--- src/rtl/axis_fir_coef_scheduler.sv ---
// Runtime coefficient manager for the AXI-Stream FIR cores: stages a serial
// coefficient frame in a shadow bank and commits it atomically to the active bank.
module axis_fir_coef_scheduler #(
  parameter int unsigned NTAPS          = 17,
  parameter int unsigned COEF_WIDTH     = 24,
  parameter bit          SWAP_ON_SAMPLE = 1'b1
) (
  input  logic                        aclk,
  input  logic                        resetn,
  input  logic [COEF_WIDTH-1:0]       s_axis_coef_tdata,
  input  logic                        s_axis_coef_tvalid,
  output logic                        s_axis_coef_tready,
  input  logic                        s_axis_coef_tlast,
  input  logic                        fir_tvalid,
  input  logic                        fir_tready,
  output logic [NTAPS*COEF_WIDTH-1:0] coef_bus,
  output logic                        coef_update,
  output logic                        swap_pending,
  output logic                        load_error,
  output logic [7:0]                  frame_count
);

  localparam int unsigned IW = $clog2(NTAPS);
  localparam logic [IW-1:0] LAST_IDX = IW'(NTAPS - 1);

  typedef enum logic [1:0] {S_IDLE, S_LOAD, S_DISCARD, S_PENDING} state_t;

  state_t                               r_state;
  logic [IW-1:0]                        r_idx;
  logic [NTAPS-1:0][COEF_WIDTH-1:0]     r_shadow;
  logic [NTAPS-1:0][COEF_WIDTH-1:0]     r_active;
  logic                                 r_tready;
  logic                                 r_coef_update;
  logic                                 r_swap_pending;
  logic                                 r_load_error;
  logic [7:0]                           r_frame_count;

  logic w_accept;
  logic w_commit;

  assign w_accept = s_axis_coef_tvalid & r_tready;
  // With sample-boundary swapping the FIR consumes its current sample with the
  // old taps on the commit edge; new taps apply from the next handshake.
  assign w_commit = SWAP_ON_SAMPLE ? (fir_tvalid & fir_tready) : 1'b1;

  always_ff @(posedge aclk or negedge resetn) begin
    if (!resetn) begin
      r_state        <= S_IDLE;
      r_idx          <= '0;
      r_shadow       <= '0;
      r_active       <= '0;
      r_tready       <= 1'b0;
      r_coef_update  <= 1'b0;
      r_swap_pending <= 1'b0;
      r_load_error   <= 1'b0;
      r_frame_count  <= '0;
    end else begin
      r_coef_update <= 1'b0;
      r_tready      <= 1'b1;
      case (r_state)
        S_IDLE: begin
          if (w_accept) begin
            r_shadow[0] <= s_axis_coef_tdata;
            if (s_axis_coef_tlast) begin
              r_load_error <= 1'b1;
            end else begin
              r_idx   <= IW'(1);
              r_state <= S_LOAD;
            end
          end
        end
        S_LOAD: begin
          if (w_accept) begin
            r_shadow[r_idx] <= s_axis_coef_tdata;
            if (r_idx == LAST_IDX) begin
              if (s_axis_coef_tlast) begin
                r_state        <= S_PENDING;
                r_swap_pending <= 1'b1;
                r_tready       <= 1'b0;
              end else begin
                r_load_error <= 1'b1;
                r_state      <= S_DISCARD;
              end
            end else if (s_axis_coef_tlast) begin
              r_load_error <= 1'b1;
              r_state      <= S_IDLE;
            end else begin
              r_idx <= r_idx + IW'(1);
            end
          end
        end
        S_DISCARD: begin
          if (w_accept && s_axis_coef_tlast) r_state <= S_IDLE;
        end
        S_PENDING: begin
          r_tready <= w_commit;
          if (w_commit) begin
            r_active       <= r_shadow;
            r_swap_pending <= 1'b0;
            r_load_error   <= 1'b0;
            r_frame_count  <= r_frame_count + 8'd1;
            r_coef_update  <= 1'b1;
            r_state        <= S_IDLE;
          end
        end
        default: r_state <= S_IDLE;
      endcase
    end
  end

  assign s_axis_coef_tready = r_tready;
  assign coef_bus           = r_active;
  assign coef_update        = r_coef_update;
  assign swap_pending       = r_swap_pending;
  assign load_error         = r_load_error;
  assign frame_count        = r_frame_count;

endmodule

--- config.mk ---
export PLATFORM = sky130hd
export DESIGN_NAME = axis_fir_coef_scheduler
export DESIGN_NICKNAME = d
export VERILOG_FILES = /design/src/rtl/axis_fir_coef_scheduler.sv
export SDC_FILE = /design/constraint.sdc
export NUM_CORES = 1
export LEC_CHECK = 0
export ABC_CLOCK_PERIOD_IN_PS = 6600
export BUFFER_PORTS_ARGS = -buffer_cell sky130_fd_sc_hd__buf_4
export CAP_MARGIN = 20
export CORE_MARGIN = 4
export CORE_UTILIZATION = 45
export CTS_BUF_LIST = sky130_fd_sc_hd__clkbuf_16
export DETAILED_ROUTE_END_ITERATION = 8
export GPL_ROUTABILITY_DRIVEN = 0
export PLACE_DENSITY = 0.65
export RECOVER_POWER = 100
export SYNTH_ARGS = -nofsm -noshare
export SYNTH_HDL_FRONTEND = slang
export SYNTH_SLANG_ARGS = --single-unit
--- constraint.sdc ---
create_clock -name aclk -period 6.6 [get_ports aclk]
set_input_delay 0.33 -clock aclk [delete_from_list [all_inputs] [get_ports aclk]]
set_output_delay 0.33 -clock aclk [all_outputs]
set_load 0.02 [all_outputs]
* Word-level counts from Yosys, hierarchy flattened
Cells that the tools add are included.
Cells by class: shift-type cells 0, muxes and demuxes 38, equality and inequality tests 15, $mul 0, add/sub/neg operators 2, divide/modulo/power cells 0, $lt $le $gt $ge 2, bitwise gates (word level) 2, reductions and logical operators 13
Operator list (count):
- 408-bit bitwise mux | 1
- 24-bit demux with 5-bit select | 1
- 24-bit 2-to-1 mux | 3
- 24-bit one-hot mux with 2 select lines | 1
- 5-bit 2-to-1 mux | 5
- 2-bit != test (second input constant) | 9
- 1-bit 2-to-1 mux | 15
- 2-bit 2-to-1 mux | 7
- 6-bit AND reduction | 2
- 5-bit one-hot mux with 2 select lines | 1
- 5-bit AND reduction | 2
- 8-bit by 1-bit adder with 8-bit output (second input constant) | 1
- 2-bit one-hot mux with 4 select lines | 1
- 5-bit by 6-bit < comparator with 1-bit output (second input constant) | 1
- 3-bit != test (second input constant) | 2
- 5-bit by 1-bit adder with 5-bit output (second input constant) | 1
- 5-bit == test (second input constant) | 1
- 5-bit by 1-bit >= comparator with 1-bit output (second input constant) | 1
- 2-bit == test (second input constant) | 2
- 1-bit one-hot mux with 2 select lines | 2
- 2-bit AND reduction | 2
- 2-bit nonzero test | 2
- 1-bit one-hot mux with 3 select lines | 1
- 3-bit AND reduction | 1
- 5 further kinds | 7
Storage, ports and cells: memory bits (read-only) 0, word-level logic and storage cells 113, output and inout port bits 420, bits in writable memories 0, bits in registers 835, memories 0, latch bits 0

* Logic depth before layout (Yosys ltp)
depth in word-level cells 7, gate-level depth with buffers 7, gate-level depth less buffers 5

* Worst setup path after synthesis
No wires, ideal clock.
path type reg2reg, from register r_idx[0], to register r_shadow[10] (netlist name), arrival time 1989 ps, cell stages (with the launch flop) 7, path buffers 1, setup time 125 ps, clock period less this slack 2114 ps, path slack 4486 ps, cell sequence dfrtp_1 inv_1 ha_1 or4b_4 a21oi_4 buf_6 mux2_2
Between the ends: longest elaborated chain between the ends 7
Ends and longest elaborated chain:
- from (decl) | line 29 | logic [IW-1:0] r_idx;
- from (signal assigned) | line 88 | r_idx <= r_idx + IW'(1);
- 5-bit by 6-bit < comparator with 1-bit output (not written as such) or 5-bit by 1-bit >= comparator with 1-bit output (tied branches) | line 74 | r_shadow[r_idx] <= s_axis_coef_tdata;
- 1-bit logical AND (not written as such) | line 74
- 24-bit 2-to-1 mux (not written as such) | line 74
- 24-bit demux with 5-bit select * | line 74
- 408-bit bitwise mux * | line 74
- 24-bit 2-to-1 mux * | line 73 | if (w_accept) begin
- 24-bit one-hot mux with 2 select lines * | line 60 | case (r_state)
- to (signal, indexed assignment) | line 74
- to (decl) | line 30 | logic [NTAPS-1:0][COEF_WIDTH-1:0] r_shadow;
Mark *: on every way between the ends. The rest lies on a longest branch, timed or not. The select of a mux whose other input is x is not followed. A chain may end at the register's enable or synchronous reset.

* Worst setup path after layout
from register r_state[1], to register r_active, in the netlist coef_bus[113]
Between the ends: longest elaborated chain between the ends 2
Ends and longest elaborated chain:
- from (decl) | line 28 | state_t r_state;
- from (signal assigned) | line 48 | r_state <= S_IDLE;
- from (signal assigned) | line 68 | r_state <= S_LOAD;
- from (signal assigned) | line 77 | r_state <= S_PENDING;
- 2-bit == test | line 60
- 2-bit AND reduction (no line)
- to (signal assigned) | line 98 | r_active <= r_shadow;
- to (decl) | line 31 | logic [NTAPS-1:0][COEF_WIDTH-1:0] r_active;
Every way passes these cells.

==> results.sh <==
export IMPL_hpwl_mm=53.9
export IMPL_totalWireLength_mm=88.0
export IMPL_reg2reg_to="coef_bus[113]$_DFFE_PN0P_"
export IMPL_p_leak_nw=19.4
export IMPL_maxCapViolCount=19
export IMPL_dr_first_iter_drc_count=1931
export IMPL_finalSetupTns_ps=0
export IMPL_post_place_ws_ps=3250
export IMPL_worst_pin_slew_ps=3600
export IMPL_final_nets=3156
export IMPL_syn_to_final_growth_pct=15.9
export IMPL_grt_first_pass_wirelength_mm=133
export IMPL_yosys_area_top_type_share_pct=66.2
export IMPL_grt_pass1_vias=21600
export IMPL_status="complete, but fails checks"
export IMPL_final_layout_size_suffix_gt1_share_pct=17.9
export IMPL_critPathCapture="coef_bus[113]$_DFFE_PN0P_"
export IMPL_fp_coreArea_sq_mm=0.0691
export IMPL_synth_seq_area_share_pct=66.2
export IMPL_synth_top_cell_by_area="dfrtp_1"
export IMPL_clock_root_buffer="clkbuf_16"
export IMPL_num_rows=96
export IMPL_htreeDepth=3
export IMPL_avgRoutedWirePerCell_microns=21.4
export IMPL_worstSetupStartpoint="r_state[1]$_DFFE_PN0P_"
export IMPL_holdPathStages=4
export IMPL_synth_seq_cells=835
export IMPL_cp_data_arrival_time_ps=5170
export IMPL_fmax_mhz=216
export IMPL_syn_inst=2725
export IMPL_gr_usage_all_layers_pct=23.4
export IMPL_viasPerCell=5.15
export IMPL_failed_checks="capacitance limit, slew limit"
export IMPL_clock_latency_ps=620
export IMPL_grt_max_degree=223
export IMPL_rsz0062_at_grt="no"
export IMPL_yosysUniqueCellTypes=45
export IMPL_cts_tree="yes"
export IMPL_die_area_sq_mm=0.0744
export IMPL_worstPathMaxFanout=222
export IMPL_synthFlopType="dfrtp_1"
export IMPL_startpoint_type="flop"
export IMPL_setup_viol=0
export IMPL_avgSynthCellArea_sq_um=11.6
export IMPL_numPortBuffers=449
export IMPL_synth_most_common_cell="nand2_1"
export IMPL_peakVddDrop_mv=0.153
export IMPL_overflow=0
export IMPL_die_y_microns=273
export IMPL_netlist_area_sq_mm=0.0316
export IMPL_die_x_microns=273
export IMPL_hold_viol=0
export IMPL_antenna_found_initial=4
export IMPL_reg2reg_from="r_state[1]$_DFFE_PN0P_"
export IMPL_detailroute_via_count=21200
export IMPL_end_kind="flop"
export IMPL_io_pin_count=450
export IMPL_finalCritPeriodShare_pct=70.2
export IMPL_r2r_cells=6
export IMPL_yosys_top_cells_count="nand2_1 (1235), dfrtp_1 (835), mux2_2 (408)"
export IMPL_start_util_pct=45.7
export IMPL_critical_path_required_ps=7130
export IMPL_layout_setup_ws_ps=1970
export IMPL_drc=0
export IMPL_clk_path_buf_depth=3
export IMPL_critical_path_class="flop to flop"
export IMPL_clk_pin_slew_ps=60
export IMPL_slew_headroom_pct=-140
export IMPL_power_density_mw_per_mm2=299
export IMPL_postLayoutCoreUtil_pct=53.0
export IMPL_slew_violations=834
export IMPL_synth_area_leaders="dfrtp_1 (66%), nand2_1 (15%), mux2_2 (15%), clkbuf_1 (1.2%), buf_2 (0.75%)"
export IMPL_drt_first_pass_iters=5
export IMPL_numCtsBuffers=86
export IMPL_synth_edf_count=0
export IMPL_clock_sinks=835
export IMPL_period_minus_slack_ps=4630
export IMPL_postCtsSetupBuffers=0
export IMPL_ant_nets=0
export IMPL_hold_path_class="primary input to flop"
export IMPL_r2r_slack_ps=1970
export IMPL_async_reset_ff_share_pct=100
export IMPL_synth_yosys_warnings=0
export IMPL_finalClockSkew_ps=15.8
export IMPL_syn_nets=2760
[per-layer routing]
| metal | global-route usage (%) | vias up | wire length [microns] |
|---|---|---|---|
| li1 | - | 9505 | - |
| met1 | 33.9 | 10900 | 39100 |
| met2 | 37.0 | 673 | 41100 |
| met3 | 3.95 | 120 | 5920 |
| met4 | 6.02 | 0 | 1820 |
| met5 | 0 | - | 0 |
[metrics by stage]
stage	hold WS, ps	power (mW)	instances	area (sq um)
final	87.1	11.0	4119	36600
after global routing	82.3	11.4	4116	36600
after CTS	46.5	11.1	4116	38300
after detailed placement	409	6.50	3962	35600
after global placement	402	6.45	3962	35600
after floorplan	34.4	6.19	2725	31600
[how the worst min path moves through the flow]
stage	from	end	slack, ps
2_1_floorplan	resetn	coef_bus[0]$_DFFE_PN0P_	30
3_3_place_gp	resetn	coef_bus[95]$_DFFE_PN0P_	400
3_5_place_dp	resetn	coef_bus[95]$_DFFE_PN0P_	410
4_1_cts	s_axis_coef_tvalid	r_state[1]$_DFFE_PN0P_	50
5_1_grt	s_axis_coef_tvalid	r_state[1]$_DFFE_PN0P_	80
6_report	s_axis_coef_tvalid	r_state[1]$_DFFE_PN0P_	90
[worst max-delay path, stage by stage, from the launching register on]
cell and delay (ps):
dfrtp_1 580, nand4_1 320, buf_12 400, inv_8 730
clkbuf_4 1790, nand2_1 230, nand2_1 130
[cell type report]
cell class	instances	area, sq um
Antenna cell	3	7.51
Clock buffer	90	2250
Clock inverter	62	380
Fill cell	6222	32500
Inverter	3	18.8
Multi-Input combinational cell	1726	9890
Sequential cell	835	20900
Tap cell	931	1160
Timing Repair Buffer	469	1970
[kinds of logic after synthesis]
| family | after synthesis | synth area share [%] |
|---|---|---|
| simple gates | 1287 | 16.0 |
| fa+ha+maj | 5 | 0.198 |
| mux | 409 | 14.6 |
| flops | 835 | 66.2 |
| compound gates | 18 | 0.476 |
| buf+inv | 164 | 2.30 |
| xor+xnor | 7 | 0.194 |
[power breakdown]
part,internal [mW],total (mW),switching (mW)
clock,2.58,4.56,1.98
sequential,5.51,5.72,0.208
combinational,0.342,0.679,0.337
[flip-flops by register name (all words and copies together), names as in the netlist]
register,cells
s_axis_coef_tready,1
frame_count,8
swap_pending,1
r_idx,5
r_state,2
r_shadow,408
coef_update,1
coef_bus,408
load_error,1
[cell usage in the layout, fill, tap and decap left out, drive strengths merged, types with 2 or more instances in the layout]
| cell | synthesis | final |
|---|---|---|
| buf | 64 | 35 |
| diode | 0 | 3 |
| a21o | 3 | 3 |
| dfrtp | 835 | 835 |
| nand2 | 1235 | 1235 |
| a32o | 3 | 3 |
| clkinvlp | 0 | 4 |
| a31oi | 2 | 2 |
| clkinv | 0 | 39 |
| nor2 | 3 | 3 |
| dlygate4sd3 | 0 | 2 |
| nor3 | 4 | 4 |
| and3b | 2 | 2 |
| mux2 | 408 | 408 |
| inv | 3 | 19 |
| bufinv | 0 | 3 |
| ha | 5 | 5 |
| and2 | 2 | 2 |
| xnor2 | 7 | 7 |
| nand3 | 19 | 19 |
| nor2b | 2 | 2 |
| nand3b | 4 | 4 |
| nor3b | 5 | 5 |
| nand4 | 3 | 3 |
| o21ai | 2 | 2 |
| clkbuf | 97 | 522 |
[what timing repair did]
item,CTS,global route
hold endpoints to repair,82,0
endpoints found under the setup margin,0,0
resized for setup,0,0
hold buffers,2,0
No activity file was read; power rests on OpenSTA's default activity.
